File: config.mk
export PLATFORM = sky130hd
export DESIGN_NAME = lfsr_seq_ctrl
export DESIGN_NICKNAME = d
export VERILOG_FILES = /design/src/rtl/lfsr_seq_ctrl.sv
export SDC_FILE = /design/constraint.sdc
export NUM_CORES = 1
export LEC_CHECK = 0
export ABC_AREA = 1
export CAP_MARGIN = 15
export CORE_AREA = 3 3 65 67
export CTS_CLUSTER_SIZE = 25
export DETAILED_ROUTE_END_ITERATION = 10
export DIE_AREA = 0 0 68 70
export PLACE_DENSITY = 0.81
export SETUP_SLACK_MARGIN = 0.3
export SLEW_MARGIN = 10
export SYNTH_ARGS = -nofsm -noshare
export SYNTH_HDL_FRONTEND = slang
export SYNTH_SLANG_ARGS = --single-unit
File: constraint.sdc
create_clock -name clk -period 4.4 [get_ports clk]
set_input_delay 0.88 -clock clk [delete_from_list [all_inputs] [get_ports clk]]
set_output_delay 0.88 -clock clk [all_outputs]
set_load 0.01 [all_outputs]
File: src/rtl/lfsr_seq_ctrl.sv
// Sequencing controller for an external LFSR: seeds it, then either measures its
// period (mode 0) or runs it a fixed number of steps (mode 1) and reports the result.
module lfsr_seq_ctrl #(
    parameter int N = 4
) (
    input  logic         clk,
    input  logic         reset,
    input  logic         start,
    input  logic         mode,
    input  logic [N-1:0] seed_in,
    input  logic [N:0]   run_len,
    input  logic [N-1:0] lfsr_data,
    output logic         lfsr_load_seed,
    output logic [N-1:0] lfsr_seed_data,
    output logic         busy,
    output logic         done,
    output logic [N:0]   period,
    output logic [N-1:0] result_data,
    output logic         err_zero_seed,
    output logic         err_period
);

    typedef enum logic [1:0] {IDLE, LOAD, RUN, DONE} state_t;

    localparam logic [N:0] CNT_LIMIT  = {1'b1, {N{1'b0}}};
    localparam logic [N:0] MAX_PERIOD = {1'b0, {N{1'b1}}};

    state_t       state;
    state_t       state_nxt;
    logic [N-1:0] seed_q;
    logic         mode_q;
    logic [N:0]   run_len_q;
    logic [N:0]   cnt;
    logic         match_hit;
    logic         timeout_hit;
    logic         steps_hit;

    // A match wins over the timeout if both happen on the same step.
    assign match_hit   = (state == RUN) && !mode_q && (cnt != '0) && (lfsr_data == seed_q);
    assign timeout_hit = (state == RUN) && !mode_q && !match_hit && (cnt == CNT_LIMIT);
    assign steps_hit   = (state == RUN) && mode_q && (cnt == run_len_q);

    assign lfsr_seed_data = seed_q;

    always_ff @(posedge clk or posedge reset) begin
        if (reset) begin
            state <= IDLE;
        end else begin
            state <= state_nxt;
        end
    end

    always_comb begin
        state_nxt = state;
        case (state)
            IDLE: begin
                if (start) begin
                    state_nxt = (seed_in == '0) ? DONE : LOAD;
                end
            end
            LOAD:    state_nxt = RUN;
            RUN: begin
                if (match_hit || timeout_hit || steps_hit) begin
                    state_nxt = DONE;
                end
            end
            DONE:    state_nxt = IDLE;
            default: state_nxt = IDLE;
        endcase
    end

    always_comb begin
        busy           = (state != IDLE);
        done           = (state == DONE);
        lfsr_load_seed = (state == LOAD);
    end

    // Job parameters are latched on an accepted start; results hold until the next one.
    always_ff @(posedge clk or posedge reset) begin
        if (reset) begin
            seed_q        <= '0;
            mode_q        <= 1'b0;
            run_len_q     <= '0;
            cnt           <= '0;
            period        <= '0;
            result_data   <= '0;
            err_zero_seed <= 1'b0;
            err_period    <= 1'b0;
        end else begin
            case (state)
                IDLE: begin
                    if (start) begin
                        seed_q        <= seed_in;
                        mode_q        <= mode;
                        run_len_q     <= run_len;
                        period        <= '0;
                        result_data   <= '0;
                        err_period    <= 1'b0;
                        err_zero_seed <= (seed_in == '0);
                    end
                end
                LOAD: begin
                    cnt <= '0;
                end
                RUN: begin
                    if (match_hit) begin
                        period      <= cnt;
                        result_data <= lfsr_data;
                        err_period  <= (cnt != MAX_PERIOD);
                    end else if (timeout_hit) begin
                        period     <= CNT_LIMIT;
                        err_period <= 1'b1;
                    end else if (steps_hit) begin
                        period      <= cnt;
                        result_data <= lfsr_data;
                    end else begin
                        cnt <= cnt + 1'b1;
                    end
                end
                default: begin
                end
            endcase
        end
    end

endmodule
# ---- Yosys cells after proc, flatten, opt, wreduce, memory -nomap -nowiden
# Index checks and enable logic that the tools add are counted.
dict set report totals {
  ff_bits 28
  latch_bits 0
  mem_bits_rw 0
  romBits 0
  inputBits 17
  word_cells 71
  n_memories 0
}
dict set report op_classes {
  add_sub_neg 1
  mul 0
  div 0
  n_lt_le_gt_ge 0
  n_eq_ne 16
  n_shift 0
  n_mux 22
  bitwise_logic 0
  reduce_logical 23
}
# op count
set op_table {}
lappend op_table {{two-way mux 5 bit} 7}
lappend op_table {{case mux 5 bit (2 select lines)} 2}
lappend op_table {{two-way mux 4 bit} 4}
lappend op_table {{!= test 3 bit (second input constant)} 3}
lappend op_table {{!= test 2 bit (second input constant)} 4}
lappend op_table {{case mux 2 bit (4 select lines)} 1}
lappend op_table {{case mux 4 bit (2 select lines)} 1}
lappend op_table {{AND reduction 4 bit} 2}
lappend op_table {{logical AND 1 bit} 7}
lappend op_table {{two-way mux 2 bit} 3}
lappend op_table {{AND reduction 3 bit} 2}
lappend op_table {{nonzero test 2 bit} 3}
lappend op_table {{adder 5 x 1 -> 5 bit (second input constant)} 1}
lappend op_table {{equality test 5 bit} 1}
lappend op_table {{equality test 5 bit (second input constant)} 1}
lappend op_table {{!= test 5 x 4 -> 1 bit (second input constant)} 1}
lappend op_table {{nonzero test 5 bit} 1}
lappend op_table {{equality test 2 bit (second input constant)} 2}
lappend op_table {{equality test 4 bit} 1}
lappend op_table {{logical NOT 4 bit} 1}
lappend op_table {{!= test 4 bit (second input constant)} 1}
lappend op_table {{AND reduction 2 bit} 2}
lappend op_table {{two-way mux 1 bit} 3}
lappend op_table {{equality test 2 x 1 -> 1 bit (second input constant)} 1}
lappend op_table {{other kinds (5)} 7}

# ---- Logic depth before layout (Yosys ltp)
# Gate-level depths: netlist (run 1).
dict set report depth {
  depth_word 11
  ltp_mapped 13
}

# ---- Least setup slack after synthesis (run 1)
# No wires, ideal clock.
dict set report synth_path {
  path_kind {input to register}
  start {input lfsr_data[2]}
  end {register period[0]}
  setup_time_ns 0.117
  arrival_ns 1.608
  t_required_ns 4.283
  setup_slack_ns 2.675
  cell_stages 11
  n_path_buf 0
  cell_sequence {inv_1 > nand2_1 > nand2_1 > nor2_1 > nand2_1 > nor2_4 > nor2_4 > nand2_4 > nand2_2 > nand2_1 > nand2_1}
}
dict set report synth_between {
  elab_chain_cells 8
}
# element line_no
set synth_lines {}
lappend synth_lines {{start: declaration} 12} ;# input logic [N-1:0] lfsr_data,
lappend synth_lines {{equality test 4 bit *} 39} ;# assign match_hit = (state == RUN) && !mode_q && (cnt != '0) && (lfsr_data == seed_q);
lappend synth_lines {{logical AND 1 bit *} 39}
lappend synth_lines {{logical NOT 1 bit} 40} ;# assign timeout_hit = (state == RUN) && !mode_q && !match_hit && (cnt == CNT_LIMIT);
lappend synth_lines {{logical AND 1 bit (2 in a row)} 40}
lappend synth_lines {{two-way mux 5 bit} 110} ;# end else if (timeout_hit) begin
lappend synth_lines {{two-way mux 5 bit} 106} ;# if (match_hit) begin
lappend synth_lines {{case mux 5 bit (2 select lines)} 90} ;# case (state)
lappend synth_lines {{end signal: assignment} 107} ;# period <= cnt;
lappend synth_lines {{end signal: assignment} 114} ;# period <= cnt;
lappend synth_lines {{end: declaration} 17} ;# output logic [N:0] period,
# Every way passes the cells marked *; elsewhere a longest branch is shown, timed or not.
# A chain may end at the register's enable or synchronous reset.

# ---- Worst setup path in the final report (run 1)
dict set report layout_path {
  start {input start}
  end {register result_data[1]}
}
dict set report layout_between {
  elab_chain_cells 2
}
# element line_no
set layout_lines {}
lappend layout_lines {{start: declaration} 8} ;# input logic start,
lappend layout_lines {{!= test 2 bit (no line)} n/a}
lappend layout_lines {{AND reduction 4 bit (no line)} n/a}
lappend layout_lines {{end signal: assignment} 108} ;# result_data <= lfsr_data;
lappend layout_lines {{end signal: assignment} 115} ;# result_data <= lfsr_data;
lappend layout_lines {{end: declaration} 18} ;# output logic [N-1:0] result_data,
# No other way between the ends.

==> results of run 1 <==
-- cell usage after synthesis --
cell type | number | share of area [%]
inv_1 | 31 | 7.1
a21oi_1 | 4 | 1.2
o21ai_0 | 12 | 3.7
nor2_4 | 3 | 2.1
clkbuf_1 | 3 | 0.69
nand2_1 | 82 | 19
or2_2 | 1 | 0.38
inv_2 | 2 | 0.46
nor2_2 | 1 | 0.38
nand3_1 | 14 | 4.3
dfrtp_1 | 28 | 43
nor2_1 | 21 | 4.8
nand4_1 | 3 | 1.1
xor2_1 | 2 | 1.1
nand2_4 | 1 | 0.69
o21ai_1 | 1 | 0.30
nand2_2 | 1 | 0.38
nand3b_1 | 4 | 1.8
mux2_2 | 2 | 1.4
nor3b_1 | 1 | 0.46
buf_2 | 1 | 0.30
ha_1 | 8 | 6.1
-- how the worst max path moves through the flow --
| stage | end | slack (ns) | depth (start not counted) |
|---|---|---|---|
| after floorplan | period[0] | 2.68 | 11 |
| after global placement | result_data[3] | 1.61 | 6 |
| after detailed placement | result_data[1] | 1.56 | 6 |
| after CTS | result_data[1] | 1.83 | 6 |
| after global routing | result_data[3] | 1.66 | 6 |
| final | result_data[1] | 1.83 | 6 |
-- metal layers --
metal	vias to the layer above	routed length, um	track usage [%]
li1	767	-	-
met1	625	1500	18.1
met3	2	134	3.86
met2	27	1420	23.7
met4	0	8	1.55
met5	-	0	0
-- final cells by class --
class,instances,area [um^2]
Sequential cell,28,701
Fill cell,359,1580
Timing Repair Buffer,35,368
Tap cell,48,60.1
Multi-Input combinational cell,161,802
Clock buffer,4,55.1
Inverter,33,124
-- logic make-up after synthesis --
| family | count (synthesis) | share of synthesized area, % |
|---|---|---|
| buf+inv | 37 | 8.53 |
| compound gates | 17 | 5.18 |
| simple gates | 132 | 35.1 |
| mux | 2 | 1.37 |
| flops | 28 | 42.7 |
| fa+ha+maj | 8 | 6.09 |
| xor+xnor | 2 | 1.07 |
-- worst max-delay path, stage by stage --
cell and delay (ns):
clkdlybuf4s50_1 0.47, nand2_1 0.37, o21ai_1 0.61, nand2_1 0.24, nand2_1 0.11, nand2_1 0.05
-- per-stage QoR --
step / instances / util [%] / worst slack, ns
finish: 309 / 57.2 / 1.83
global route: 309 / 57.2 / 1.66
CTS: 308 / 56.4 / 1.83
detailed placement: 304 / 55.0 / 1.56
global placement: 304 / 55.0 / 1.61
floorplan: 226 / - / 2.68
-- state kept, by name, summed over array words and instances, names as in the netlist, 2 cells and up --
signal          flops
result_data         4
period              5
cnt                 5
lfsr_seed_data      4
state               2
run_len_q           5
-- cell usage in the layout, fill, tap and decap left out --
cell type         n
nand2_1          82
clkdlybuf4s50_1  34
inv_1            31
dfrtp_1          28
nor2_1           21
nand3_1          14
o21ai_0          12
ha_1              8
nand3b_1          4
a21oi_1           4
clkbuf_8          4
nor2_4            3
nand4_1           3
inv_2             2
xor2_1            2
mux2_2            2
nand2_4           1
o21ai_1           1
nand2_2           1
nor2_2            1
or2_2             1
nor3b_1           1
buf_16            1
-- power groups by stage --
stage               Clock [mW]  Combinational [mW]  Sequential, mW
finish                   0.152               0.532           0.413
global route             0.172               0.610           0.427
CTS                      0.158               0.536           0.413
detailed placement           0               0.534           0.418
global placement             0               0.518           0.417
floorplan                    0               0.336           0.422
==> results.md, run 1 <==
- R2R cell count: 7
- Worst reg2reg setup slack: 2.10 ns
- Clock sink total: 28
- DRT Pass-1 Iters: 4
- First-pass GRT wire length: roughly 5.4 mm
- Period utilisation layout: 58.4%
- Worst hold stages: 2
- Cts bufs inserted: 3
- Pins Over Slew Limit: 0
- Max capacitance violation total: 0
- Synth warn: 0
- Post-Syn Instances: 226
- Via count: 1421
- GPL Wtd Cong: 0.826
- #FFs+latches synth: 28
- Setup violators final: 0
- Leak: approximately 1.1 nW
- Psw: around 0.44 mW
- Share of cells above drive strength 1: 6.13%
- CP required: 4.56 ns
- Slew margin rel.: 47.5%
- Residual DRC: 0
- Switching part of the total: 40.1%
- Critical Path Start Type: primary input
- Site row count: 22
- Core area: 0.00369 mm^2
- Syn Nets: 251
- Tightest Hold Check Type: reg2reg
- Largest net degree at the start of global routing: 29
- Die X: 68 um
- # diodes: 0
- Clk slew on worst S/H paths: ~0.080 ns
- Post CTS Setup Buffer Count: 0
- Internal cell power: ~0.66 mW
- Design Power: about 1.1 mW
- I/O pin cnt: 35
- Longest Clk Path Bufs: 2
- Critical path launch point: start
- Mapped Area: 0.00164 mm^2
- RSZ-0062 raised after global routing: no
- Port bufs: 34
- Clk network pwr share: between 10% and 20%
- DR iter-0 viols: 45
- Sequential share of power: 37.6%
- GRT overflow: 0
- Routed Antenna Nets: 0
- Dpl cell area: 0.00203 mm^2
- Worst-margin pin slew: 0.782 ns
- Worst hold start: period[2]
- Register area share after synthesis: 42.7%
- Pwr per Cell Area: approximately 520 mW/mm^2
- Wire per inst: 9.93 um
- Final Hold Fails: 0
- Worst hold endpoint: period[2]
- Antenna violations before repair: 0
- Worst skew pair latency: 0.27 ns
- Vias per std cell: between 4 and 5
- Die area: 0.00476 mm^2
- CTS root buf: clkbuf_8
- CTS Hold Buffers Added: 0
- Critical R2R Launch: state[0]
- Vias in the first global route: between 1000 and 1500
- Worst Setup End Kind: register
- Crit path max fanout: 21
- Synth cell types: 22
- Final instance area: 0.00211 mm^2
- WS Path Type: in2reg
- Setup TNS: 0 ns
- Final net count: 287
- Die Ht: 70 um
- Hold_ws: 0.479 ns
- CTS tree: yes
- Hpwl dp: 2.42 mm
- Routed WL: 3.07 mm
- Total track usage: 14.0%
- Peak supply drop: 0.297 mV
- Post-CTS sizing: 0
- Crit path DAT: 2.73 ns
- Clock Skew: 0.00839 ns
- Htree depth: 1
- Comb power frac: about half
- Fmax: 0.389 GHz
- Status: completed
- Tmin final: 2.57 ns
- FF-to-FF End: result_data[1]
- Area Growth Syn to Fin: 28.4%
- Initial Util: 44.5%
- Avg Inst Size Synth: 7.27 um^2
Power figures use the tool's default switching activity.
==> inputs of run 2 (changes only) <==
clock period = 2.5 ns   (was 4.4 ns; I/O delays follow)
==> results.md, run 2 (synthesized netlist as in run 1, its figures left out) <==
- Initial Util: 44.5%
- Longest Clk Path Bufs: 2
- Residual DRC: 0
- Setup TNS: 0 ns
- Clk slew on worst S/H paths: about 0.090 ns
- DRT Pass-1 Iters: 4
- Tightest Hold Check Type: reg2reg
- I/O pin cnt: 35
- Final instance area: 0.00211 mm^2
- Critical Path Start Type: register
- CTS root buf: clkbuf_8
- Pwr per Cell Area: 922 mW/mm^2
- Port bufs: 34
- Area Growth Syn to Fin: 28.3%
- Hpwl dp: ~2.5 mm
- Worst hold endpoint: period[1]
- Worst reg2reg setup slack: 0.70 ns
- Antenna violations before repair: 0
- Share of cells above drive strength 1: 7.20%
- Routed Antenna Nets: 0
- WS Path Type: reg2out
- Crit path max fanout: 4
- Largest net degree at the start of global routing: 29
- Clock sink total: 28
- # diodes: 0
- Worst-margin pin slew: 0.352 ns
- Final Hold Fails: 0
- Vias per std cell: between 4 and 5
- RSZ-0062 raised after global routing: no
- Worst hold stages: 2
- CTS tree: yes
- Wire per inst: a little over 10 um
- Multi-input logic area: 802 um^2
- Via count: 1436
- Pins Over Slew Limit: 0
- Max capacitance violation total: 0
- DR iter-0 viols: 56
- First-pass GRT wire length: 5.41 mm
- Htree depth: 1
- Design Power: 1.94 mW
- Tmin final: 2.07 ns
- Filler cells: about 370
- Core area: 0.00369 mm^2
- Worst hold start: period[1]
- CP required: around 2.0 ns
- Vias in the first global route: 1271
- Total track usage: between 10% and 20%
- Cts bufs inserted: 3
- Routed WL: 3.21 mm
- GPL Wtd Cong: roughly 0.87
- Worst skew pair latency: 0.27 ns
- Clock Skew: between 0.001 and 0.0015 ns
- Die area: 0.00476 mm^2
- R2R cell count: 13
- Register area: between 700 and 800 um^2
- Site row count: 22
- Dpl cell area: between 0.002 and 0.0025 mm^2
- Status: completed
- Period utilisation layout: between 80 and 90%
- Die Ht: 70 um
- Fin worst setup slack: around 0.43 ns
- Most common cell after layout, fill and taps aside: nand2_1
- Die X: 68 um
- DP Worst Slack: 0.474 ns
- Critical R2R Launch: state[0]
- Most frequent cells in the layout: 82 x nand2_1, 33 x clkdlybuf4s50_1, 31 x inv_1
- GRT overflow: 0
- Peak supply drop: about 0.37 mV
- CTS Hold Buffers Added: 0
- FF-to-FF End: period[3]
- Setup violators final: 0
- Slew margin rel.: 76.5%
- Biggest regs: cnt (5), period (5), run_len_q (5)
- Leak: roughly 1.1 nW
- Worst Setup End Kind: output port
- Crit path DAT: 1.57 ns
- Fmax: roughly 0.48 GHz
- Final net count: approximately 290
[run 2: worst max-delay path by stage]
stage | startpoint | end | slack [ns] | cells after the start
after floorplan | state[0] | period[0] | 0.84 | 13
after global placement | lfsr_data[2] | period[4] | 0.54 | 12
after detailed placement | lfsr_data[3] | period[3] | 0.47 | 12
after CTS | state[0] | busy | 0.36 | 4
after global routing | state[1] | lfsr_load_seed | 0.36 | 3
final | state[1] | lfsr_load_seed | 0.43 | 3
[run 2: area by class of cell]
type | count | share of cell area [%]
Timing Repair Buffer | 39 | 18.0
Sequential cell | 28 | 33.2
Inverter | 33 | 5.88
Multi-Input combinational cell | 161 | 38.0
Tap cell | 48 | 2.85
Clock buffer | 3 | 1.96
[run 2: timing repair]
item                       CTS  global route
buffers inserted             0             1
gates resized for setup      0             1
setup endpoints to repair    0             1
[run 2: critical path, stage by stage, from the launching register on]
cell	delay (ns)
dfrtp_1	0.43
inv_1	0.11
ha_1	0.21
clkdlybuf4s50_1	0.55
[run 2: metal layers]
metal	track usage [%]	part of all wire, %	vias up
li1	-	-	770
met3	1.45	4.6	7
met5	0	0	-
met2	22.8	44	37
met1	19.8	50	622
met4	5.30	2.0	0
[run 2: report_power, final]
part           internal (mW)  total [mW]  switching [mW]
logic                  0.443       0.974           0.530
clock network          0.108       0.241           0.133
registers              0.601       0.728           0.127
total                   1.15        1.94           0.790
[run 2: stage by stage]
| step | utilization [%] | hold slack [ns] | std cells |
|---|---|---|---|
| after global routing | 57.2 | 0.496 | 312 |
| after floorplan | - | 0.490 | 226 |
| after CTS | 56.9 | 0.482 | 311 |
| final | 57.2 | 0.474 | 312 |
| after detailed placement | 55.8 | 0.459 | 308 |
| after global placement | 55.8 | 0.455 | 308 |
==> patch 1, RTL diff (settings of run 1) <==
Register the inputs `start`, `mode`, `seed_in`, `run_len` and `lfsr_data` before use, cleared by the reset. The logic sees them one clock later.
--- a/src/rtl/lfsr_seq_ctrl.sv
+++ b/src/rtl/lfsr_seq_ctrl.sv
@@ -25,6 +25,28 @@
     localparam logic [N:0] CNT_LIMIT  = {1'b1, {N{1'b0}}};
     localparam logic [N:0] MAX_PERIOD = {1'b0, {N{1'b1}}};
 
+    logic start_q;
+    logic mode_r;
+    logic [N-1:0] seed_r;
+    logic [N:0] run_len_r;
+    logic [N-1:0] lfsr_data_q;
+
+    always_ff @(posedge clk or posedge reset) begin
+        if (reset) begin
+            start_q     <= '0;
+            mode_r      <= '0;
+            seed_r      <= '0;
+            run_len_r   <= '0;
+            lfsr_data_q <= '0;
+        end else begin
+            start_q     <= start;
+            mode_r      <= mode;
+            seed_r      <= seed_in;
+            run_len_r   <= run_len;
+            lfsr_data_q <= lfsr_data;
+        end
+    end
+
     state_t       state;
     state_t       state_nxt;
     logic [N-1:0] seed_q;
@@ -36,7 +58,7 @@
     logic         steps_hit;
 
     // A match wins over the timeout if both happen on the same step.
-    assign match_hit   = (state == RUN) && !mode_q && (cnt != '0) && (lfsr_data == seed_q);
+    assign match_hit   = (state == RUN) && !mode_q && (cnt != '0) && (lfsr_data_q == seed_q);
     assign timeout_hit = (state == RUN) && !mode_q && !match_hit && (cnt == CNT_LIMIT);
     assign steps_hit   = (state == RUN) && mode_q && (cnt == run_len_q);
 
@@ -54,8 +76,8 @@
         state_nxt = state;
         case (state)
             IDLE: begin
-                if (start) begin
-                    state_nxt = (seed_in == '0) ? DONE : LOAD;
+                if (start_q) begin
+                    state_nxt = (seed_r == '0) ? DONE : LOAD;
                 end
             end
             LOAD:    state_nxt = RUN;
@@ -89,14 +111,14 @@
         end else begin
             case (state)
                 IDLE: begin
-                    if (start) begin
-                        seed_q        <= seed_in;
-                        mode_q        <= mode;
-                        run_len_q     <= run_len;
+                    if (start_q) begin
+                        seed_q        <= seed_r;
+                        mode_q        <= mode_r;
+                        run_len_q     <= run_len_r;
                         period        <= '0;
                         result_data   <= '0;
                         err_period    <= 1'b0;
-                        err_zero_seed <= (seed_in == '0);
+                        err_zero_seed <= (seed_r == '0);
                     end
                 end
                 LOAD: begin
@@ -105,14 +127,14 @@
                 RUN: begin
                     if (match_hit) begin
                         period      <= cnt;
-                        result_data <= lfsr_data;
+                        result_data <= lfsr_data_q;
                         err_period  <= (cnt != MAX_PERIOD);
                     end else if (timeout_hit) begin
                         period     <= CNT_LIMIT;
                         err_period <= 1'b1;
                     end else if (steps_hit) begin
                         period      <= cnt;
-                        result_data <= lfsr_data;
+                        result_data <= lfsr_data_q;
                     end else begin
                         cnt <= cnt + 1'b1;
                     end
Behaviour: not the same (a bounded check fails within 4 cycles, from zero or initial values and one cycle with reset high).
==> patch 1 against run 1 <==
- cell area up 21%
- worst setup slack better by 0.054 ns
- count of clock-buffer cells in the layout up 1
- largest power group is now registers
- synthesized area up 24%
- highest routed layer unchanged
- total power up 34%
- non-clock buffer count unchanged
- sequential cell count up 15
- sequential power up 37%
- sequential share of layout area up 8.9 points
- combinational power up 3%
- routed wire length up 19%
==> patch 1: results (changes against run 1) <==
| Metric | Value |
|---|---|
| Placed cell area | `2420 µm² (+19%)` |
| WL per Instance | `11.2 µm (+13%)` |
| Vias in the first global route | `1500 (+17%)` |
| ClkCell Share | `5.33% (+2.7 points)` |
| Met3 WL | `180 µm (+34%)` |
| Clk pwr | `0.361 mW (+140%)` |
| Hold Startpoint | `err_period` |
| CP top delay family | `buffers and inverters` |
| # clk buffers | `5 (+1)` |
| Layout cells sized above 1 | `7.53% (+1.4 points)` |
| #FFs+latches synth | `43 (+54%)` |
| Fraction of area in multi-input gates | `31.8% (-6.2 points)` |
| Met2 routed WL | `1810 µm (+27%)` |
| Synth area leaders | `dfrtp_1, nand2_1, inv_1, ha_1, nor2_1` |
| Vias per std cell | `4.84 (+5.3%)` |
| Crit-path max cell delay | `0.53 ns (-0.08 ns)` |
| Pleak | `1.31 nW (+19%)` |
| Syn_nets | `265 (+5.6%)` |
| Outcome | `finished, final reports clean` |
| Sequential-to-total area share from yosys stat | `53.0% (+10 points)` |
| NumNets Final | `303 (+5.6%)` |
| End of the worst hold path | `err_period` |
| Slack of the worst reg-to-reg path | `2.07 ns (-0.03 ns)` |
| Top cells by count, synth | `nand2_1, dfrtp_1, inv_1` |
| Count of cell types in the netlist | `23 (+4.5%)` |
| Hold_ws | `0.475 ns (-0.00409 ns)` |
==> patch 1: worst max-delay path by stage <==
stage / endpoint / slack, ns
after global placement: busy / 2.23
after floorplan: cnt[0] / 2.52
after CTS: busy / 1.88
final: busy / 1.88
after global routing: result_data[1] / 1.75
after detailed placement: result_data[2] / 2.07
==> patch 1: per-stage QoR <==
stage	util, %	setup slack [ns]	std cells
after floorplan	-	2.52	240
after global placement	65.6	2.23	319
after detailed placement	65.6	2.07	319
after CTS	69.3	1.88	327
after global routing	69.3	1.75	327
final	69.3	1.88	327
==> patch 1: kinds of logic (layout without fill, tap and decap cells) <==
group                      Yosys count  after routing  share of synthesized area (%)
DFF                                 43             43                           53.0
and+or+nand+nor                    131            131                           28.7
buffers and inverters               37             76                           6.90
xor gates and xnor gates             2              2                          0.863
AOI/OAI and AO/OA                   16             16                           3.95
adders and majority gates            8              8                           4.93
muxes                                3              3                           1.60
==> patch 2, RTL diff (config.mk and constraints of run 1) <==
Without the edit above. `N`: 4 -> 5.
--- a/src/rtl/lfsr_seq_ctrl.sv
+++ b/src/rtl/lfsr_seq_ctrl.sv
@@ -1,7 +1,7 @@
 // Sequencing controller for an external LFSR: seeds it, then either measures its
 // period (mode 0) or runs it a fixed number of steps (mode 1) and reports the result.
 module lfsr_seq_ctrl #(
-    parameter int N = 4
+    parameter int N = 5
 ) (
     input  logic         clk,
     input  logic         reset,
Interface: changed (6 resized); port bits go from 35 to 41. The function was not compared with the original's and may differ.
==> patch 2 against run 1 <==
- routed wire length rose by 37%
- total power rose by 24%
- sequential cell count rose by 5
- worst setup slack improved by 0.056 ns
- synthesized area rose by 24%
- clock power rose by 63%
- register-to-register slack got worse by 0.06 ns
- cell area rose by 20%
- largest cell class unchanged
==> patch 2: results (changes against run 1) <==
| Metric | Value |
|---|---|
| Hold Startpoint | `result_data[0]` |
| CTS Buf Count | `5 (+2)` |
| Hold_ws | `0.470 ns (-0.00912 ns)` |
| F_max | `0.398 GHz (+2.2%)` |
| Sequential-to-total area share from yosys stat | `40.7% (-2.0 points)` |
| Clk slew on worst S/H paths | `0.06 ns (-0.02 ns)` |
| Worst path slowest cell | `clkdlybuf4s50_1` |
| Critical path launch point | `state[0]` |
| GR Util met1 | `26.4% (+8.4 points)` |
| Slew @ Worst Pin | `0.743 ns (-0.0390 ns)` |
| Largest net degree at the start of global routing | `34 (+17%)` |
| Synth Area in XOR/XNOR | `0.863% (-0.20 points)` |
| Power Internal | `0.801 mW (+22%)` |
| Port bufs | `40 (+18%)` |
| Cells after DPL | `355 (+17%)` |
| Vias | `1792 (+26%)` |
| Clk_lat worst skew | `0.29 ns (+0.02 ns)` |
| First-pass GRT wire length | `7200 µm (+34%)` |
| R2R cell count | `13 (+6)` |
| Area fraction in compound gates after synthesis | `6.84% (+1.7 points)` |
| Placed cell area | `2430 µm² (+20%)` |
| CTS H-tree lvls | `2 (+1)` |
| Top Registers | `cnt (6), period (6), run_len_q (6)` |
| WP data arrival | `1.63 ns (-1.10 ns)` |
| Syn_nets | `301 (+20%)` |
| Syn avg cell area | `7.41 µm² (+1.9%)` |
| Worst slack, placed | `1.92 ns (+0.361 ns)` |
| Met2 routed WL | `1840 µm (+29%)` |
| Layout cells sized above 1 | `11.7% (+5.6 points)` |
| Drt total wl | `4200 µm (+37%)` |
| Final Wtd Congestion | `0.891 (+7.9%)` |
| CP top delay family | `buffers and inverters` |
| Outcome | `finished, final reports clean` |
| Count of cell types in the netlist | `28 (+27%)` |
| Vias per std cell | `4.94 (+7.3%)` |
## patch 2: changes by cell type in the layout (fill, tap and decap cells not counted), moves of 3 or more
cell	run 1	this run
clkdlybuf4s50_1	34	40
inv_2	2	5
nand2_1	82	97
inv_1	31	34
o21ai_2	0	6
o21ai_0	12	6
nand2_2	1	4
a21oi_1	4	8
dfrtp_1	28	33
clkbuf_8	4	7
## patch 2: final cells by class
class / instances / area share [%]
repair buffers: 41 / 16.1
clock buffers: 7 / 3.80
inverters: 39 / 5.78
clock inverters: 1 / 0.198
well taps: 48 / 2.37
flip-flops and latches: 33 / 32.6
multi-input cells: 194 / 39.2
## patch 2: power by group through the flow
stage	clock network (mW)	logic, mW	registers (mW)
after detailed placement	0	0.643	0.476
after global routing	0.268	0.724	0.486
after global placement	0	0.627	0.473
after CTS	0.258	0.646	0.473
final	0.248	0.642	0.474
after floorplan	0	0.445	0.482
## patch 2: tightest hold or removal path: stages, from the launching register on
cell and delay, ns:
dfrtp_1 0.34, nand2_1 0.05, nand2_1 0.04
